### src/rtl/vote_tally_seq.sv
// vote_tally_seq: sequential voting session over N voter channels.
// A session starts on START in IDLE. Each voter may cast one ballot per session.
// Collection ends when every voter has cast, or when the timeout window expires.
// A registered PASS and a one-cycle DONE pulse then report the result.
// Optional build macro VOTE_TALLY_EARLY_DECIDE_EN: collection also ends as soon as
// the outcome can no longer change.
module vote_tally_seq #(
  parameter int N  = 7,
  parameter int CW = $clog2(N + 1),
  parameter int TW = 8
) (
  input  logic          CLK,
  input  logic          RST,
  input  logic          START,
  input  logic [CW-1:0] THRESH,
  input  logic [TW-1:0] TIMEOUT,
  input  logic [N-1:0]  VALID,
  input  logic [N-1:0]  VOTE,
  output logic          BUSY,
  output logic          DONE,
  output logic          PASS,
  output logic [CW-1:0] YES_CNT,
  output logic [CW-1:0] VOTED_CNT
);

  localparam logic [1:0] S_IDLE    = 2'd0;
  localparam logic [1:0] S_COLLECT = 2'd1;
  localparam logic [1:0] S_DECIDE  = 2'd2;

  logic [1:0]    r_state;
  logic [N-1:0]  r_cast;
  logic [CW-1:0] r_thresh;
  logic [TW-1:0] r_timer;
  logic [CW-1:0] r_yes;
  logic [CW-1:0] r_voted;
  logic          r_pass;
  logic          r_done;

  logic [N-1:0]  w_accept;
  logic [N-1:0]  w_cast_next;
  logic [CW-1:0] w_yes_next;
  logic [CW-1:0] w_voted_next;
  logic          w_all_cast;
  logic          w_timeout;
  logic          w_exit;

  // Counts fit in CW bits because a session never accepts more than N ballots.
  function automatic logic [CW-1:0] popcnt(input logic [N-1:0] v);
    logic [CW-1:0] c;
    c = '0;
    for (int i = 0; i < N; i++) c = c + CW'(v[i]);
    return c;
  endfunction

  // A ballot is accepted only from voters that have not yet cast in this session.
  assign w_accept     = VALID & ~r_cast;
  assign w_cast_next  = r_cast | w_accept;
  assign w_yes_next   = r_yes + popcnt(w_accept & VOTE);
  assign w_voted_next = r_voted + popcnt(w_accept);
  assign w_all_cast   = &w_cast_next;
  // A timer value of 1 marks the last cycle of the window.
  // Ballots accepted in that cycle still count.
  assign w_timeout    = (r_timer == TW'(1));

`ifdef VOTE_TALLY_EARLY_DECIDE_EN
  logic [CW:0] w_reach;
  logic        w_early;
  // Best achievable yes count: current yes ballots plus every voter still outstanding.
  assign w_reach = {1'b0, w_yes_next} + ({1'b0, CW'(N)} - {1'b0, w_voted_next});
  assign w_early = (w_yes_next >= r_thresh) || (w_reach < {1'b0, r_thresh});
  assign w_exit  = w_all_cast || w_timeout || w_early;
`else
  assign w_exit  = w_all_cast || w_timeout;
`endif

  assign BUSY      = (r_state != S_IDLE);
  assign DONE      = r_done;
  assign PASS      = r_pass;
  assign YES_CNT   = r_yes;
  assign VOTED_CNT = r_voted;

  // Session FSM: latch on START, tally in COLLECT, register the verdict in DECIDE.
  always_ff @(posedge CLK or posedge RST) begin
    if (RST) begin
      r_state  <= S_IDLE;
      r_cast   <= '0;
      r_thresh <= '0;
      r_timer  <= '0;
      r_yes    <= '0;
      r_voted  <= '0;
      r_pass   <= 1'b0;
      r_done   <= 1'b0;
    end else begin
      r_done <= 1'b0;
      case (r_state)
        S_IDLE: begin
          if (START) begin
            r_thresh <= THRESH;
            r_timer  <= TIMEOUT;
            r_cast   <= '0;
            r_yes    <= '0;
            r_voted  <= '0;
            r_pass   <= 1'b0;
            r_state  <= S_COLLECT;
          end
        end
        S_COLLECT: begin
          r_cast  <= w_cast_next;
          r_yes   <= w_yes_next;
          r_voted <= w_voted_next;
          if (r_timer != '0) r_timer <= r_timer - TW'(1);
          if (w_exit) r_state <= S_DECIDE;
        end
        S_DECIDE: begin
          r_pass  <= (r_yes >= r_thresh);
          r_done  <= 1'b1;
          r_state <= S_IDLE;
        end
        default: r_state <= S_IDLE;
      endcase
    end
  end

endmodule

### config.mk
export PLATFORM = sky130hd
export DESIGN_NAME = vote_tally_seq
export DESIGN_NICKNAME = d
export VERILOG_FILES = /design/src/rtl/vote_tally_seq.sv
export SDC_FILE = /design/constraint.sdc
export NUM_CORES = 1
export LEC_CHECK = 0
export BUFFER_PORTS_ARGS = -buffer_cell sky130_fd_sc_hd__buf_2
export CELL_PAD_IN_SITES_DETAIL_PLACEMENT = 1
export CELL_PAD_IN_SITES_GLOBAL_PLACEMENT = 2
export CORE_UTILIZATION = 36
export CTS_CLUSTER_DIAMETER = 150
export DETAILED_ROUTE_END_ITERATION = 7
export PLACE_DENSITY = 0.95
export SLEW_MARGIN = 20
export SYNTH_ARGS = -nofsm -noshare
export SYNTH_HDL_FRONTEND = slang
export SYNTH_SLANG_ARGS = --single-unit
### constraint.sdc
create_clock -name CLK -period 7.04 [get_ports CLK]
set_input_delay 0.352 -clock CLK [delete_from_list [all_inputs] [get_ports CLK]]
set_output_delay 0.352 -clock CLK [all_outputs]
set_load 0.02 [all_outputs]
==> flow_summary.toml <==
[run_status]
status = "finished clean"

[critical_path]
crit_arrival_ps = 3630
critPathMaxFanout = 3
required_ps = 7250
crit_type = "flop to flop"
endpoint_kind = "flop"
start_kind = "flop"

[sta]
whs_ps = 114.4
relSlewSlack_pct = 52.89
skew_ps = 7.775
layout_min_cycle_time_ps = 3422
period_share_pct = 48.60
tns_ps = 0
rsz0062_at_grt = "false"
slew_violations = 0
tightest_slew_ps = 706.7
hold_viol_final = 0
fmax_ghz = 0.2923
setup_viol = 0

[drt]
remaining_drc_errors = 0
wl_per_cell_um = 14.03
vias = 1453
drt_first_iter_violations = 53
ant_nets = 0
dr.pass1.iters = 4
via_per_inst = 4.942
wl_um = 4124

[final_layout]
syn2layout_area_growth_pct = 16.79
utilization_pct = 43.92
layout_commonest_cell = "buf_2"
antennaDiodeCount = 0
design_area_um2 = 2088
nNetsFinal = 275
fillCellCount = 588
layout_common_cells = "36 x buf_2, 28 x dfrtp_1, 22 x inv_1"
drive_above_1_share_pct = 22.47

[placement]
placed_area_um2 = 2033
port_buffers = 36
place_congestion = 0.7907
hpwl_um = 3135

[clock_network]
clock_sinks = 28
clock_latency_ps = 280
cts_resized = 0
hold_buffers = 0
cts_buffers = 3
cts_setup_buffers = 0
cts_tree = "done"
clock_path_buffers = 2
cts_max_level = 1
clk_pin_slew_ps = 100
cts-root-buf = "clkbuf_8"

[grt]
grt_max_degree = 29
antenna_found_initial = 0
grt_overflow = 0
grt_pass1_vias = 1456
grt_pass1_wl_um = 7010
grt_use_total_pct = 17.34

[floorplan]
initial_core_util_pct = 37.61
die_area_um2 = 5253
rows = 25
top_level_ports = 37
fp.dieH_um = 72.48
die_w_um = 72.48
core_area_um2 = 4755

[synth]
netlist_area_um2 = 1788
seq_area_frac_synth_pct = 39.19
synth_cell_types = 40
synth.avg_cell_area_um2 = 9.410
syn_nets = 237
synth-seq-cells = 28
syn_inst = 190
yosys_warnings = 0

[power_and_ir_drop]
p_leak_nw = 0.9919
p_total_w = 0.001005
irDropWorstVdd_v = 0.0001690
p_per_area_nw_per_um2 = 481.3

[job]
maxCapViolations = 0

[worst_hold_path]
hp-class = "input port to asynchronous set/reset pin"
==> synth_stat cells <==
library cell	number	area share (%)
inv_1	22	4.6
a41oi_2	1	0.91
ha_1	11	7.7
fa_1	8	9.0
o21ai_1	1	0.28
o21bai_1	1	0.42
nor3b_1	1	0.42
and3_1	1	0.35
dfrtp_1	28	39
xnor2_1	4	2.0
a31o_2	1	0.49
nor3_1	3	0.84
nor2_2	1	0.35
nand2b_1	4	1.4
mux2i_1	1	0.56
a31oi_1	1	0.35
o22a_1	1	0.49
or2_2	1	0.35
nor3_2	1	0.56
or3_1	1	0.35
a21oi_1	16	4.5
buf_2	3	0.84
buf_4	1	0.42
o22ai_1	6	2.1
nand2_1	14	2.9
a22oi_1	3	1.3
nand3_1	3	0.84
buf_6	1	0.63
mux2_2	1	0.63
o21ai_0	15	4.2
nor2_1	17	3.6
and4_1	1	0.49
or4_4	1	0.63
nor2b_1	7	2.4
a41o_2	1	0.63
o211ai_1	2	0.84
a21o_1	1	0.42
and2_1	1	0.35
o31ai_1	2	0.84
o32ai_2	1	0.91
==> final cells by class <==
class	instances	area, um2	share of cell area (%)
inverters	22	82.58	3.954
clock buffers	4	55.05	2.636
repair buffers	38	195.2	9.347
flip-flops and latches	28	700.7	33.55
well taps	67	83.83	4.014
multi-input cells	135	970.9	46.49
==> state kept, by name, indices dropped and copies added (netlist names) <==
signal	cells
r_timer	8
r_cast	7
VOTED_CNT	3
YES_CNT	3
r_thresh	3
r_state	2
DONE	1
PASS	1
==> final timing paths <==
check,startpoint,to,slack [ps],depth (start not counted)
worst max-delay path,r_cast[0]$_DFFE_PP0P_,YES_CNT[2]$_DFFE_PP0P_,3620,14
worst min-delay path,RST,VOTED_CNT[2]$_DFFE_PP0P_,110,3
worst max register to register,r_cast[0]$_DFFE_PP0P_,YES_CNT[2]$_DFFE_PP0P_,3620,14
worst min register to register,r_thresh[0]$_DFFE_PP0P_,r_thresh[0]$_DFFE_PP0P_,530,1
max in group asynchronous,RST,r_thresh[0]$_DFFE_PP0P_,6650,3
min in group CLK,THRESH[2],r_thresh[2]$_DFFE_PP0P_,280,3
==> critical path, stage by stage (launching register included) <==
cell and delay [ps]:
dfrtp_1 400, nand2b_1 180, nor2_1 150, fa_1 440
inv_1 90, fa_1 420, fa_1 480, inv_1 70
ha_1 140, inv_1 50, fa_1 370, xnor2_1 190
xnor2_1 170, a21oi_1 90, o22ai_1 130
==> metal layers <==
| metal | vias to the layer above | wire, um | track usage, % |
|---|---|---|---|
| met4 | 0 | 17 | 2.614 |
| met3 | 2 | 142 | 3.611 |
| li1 | 721 | - | - |
| met2 | 25 | 2019 | 30.63 |
| met1 | 705 | 1945 | 22.24 |
| met5 | - | 0 | 0 |
==> logic make-up after synthesis <==
family          count (synthesis)  share of synthesized area, %
compound gates                 53                         18.62
xor+xnor                        4                         1.959
fa+ha+maj                      19                         16.65
buf+inv                        27                         6.508
flops                          28                         39.19
mux                             2                         1.190
simple gates                   57                         15.89
==> power by group <==
part	internal (W)	switching [W]
Combinational	0.000248	0.000344
Clock	0.0000502	0.0000534
Sequential	0.000241	0.0000696
Total	0.000538	0.000467
==> stage by stage <==
step	cells	setup WS, ps
finish	294	3618
global route	294	3383
CTS	294	3589
detailed placement	290	3538
global placement	290	3647
floorplan	190	3782
Note: power is estimated with default switching activity, not from simulation.
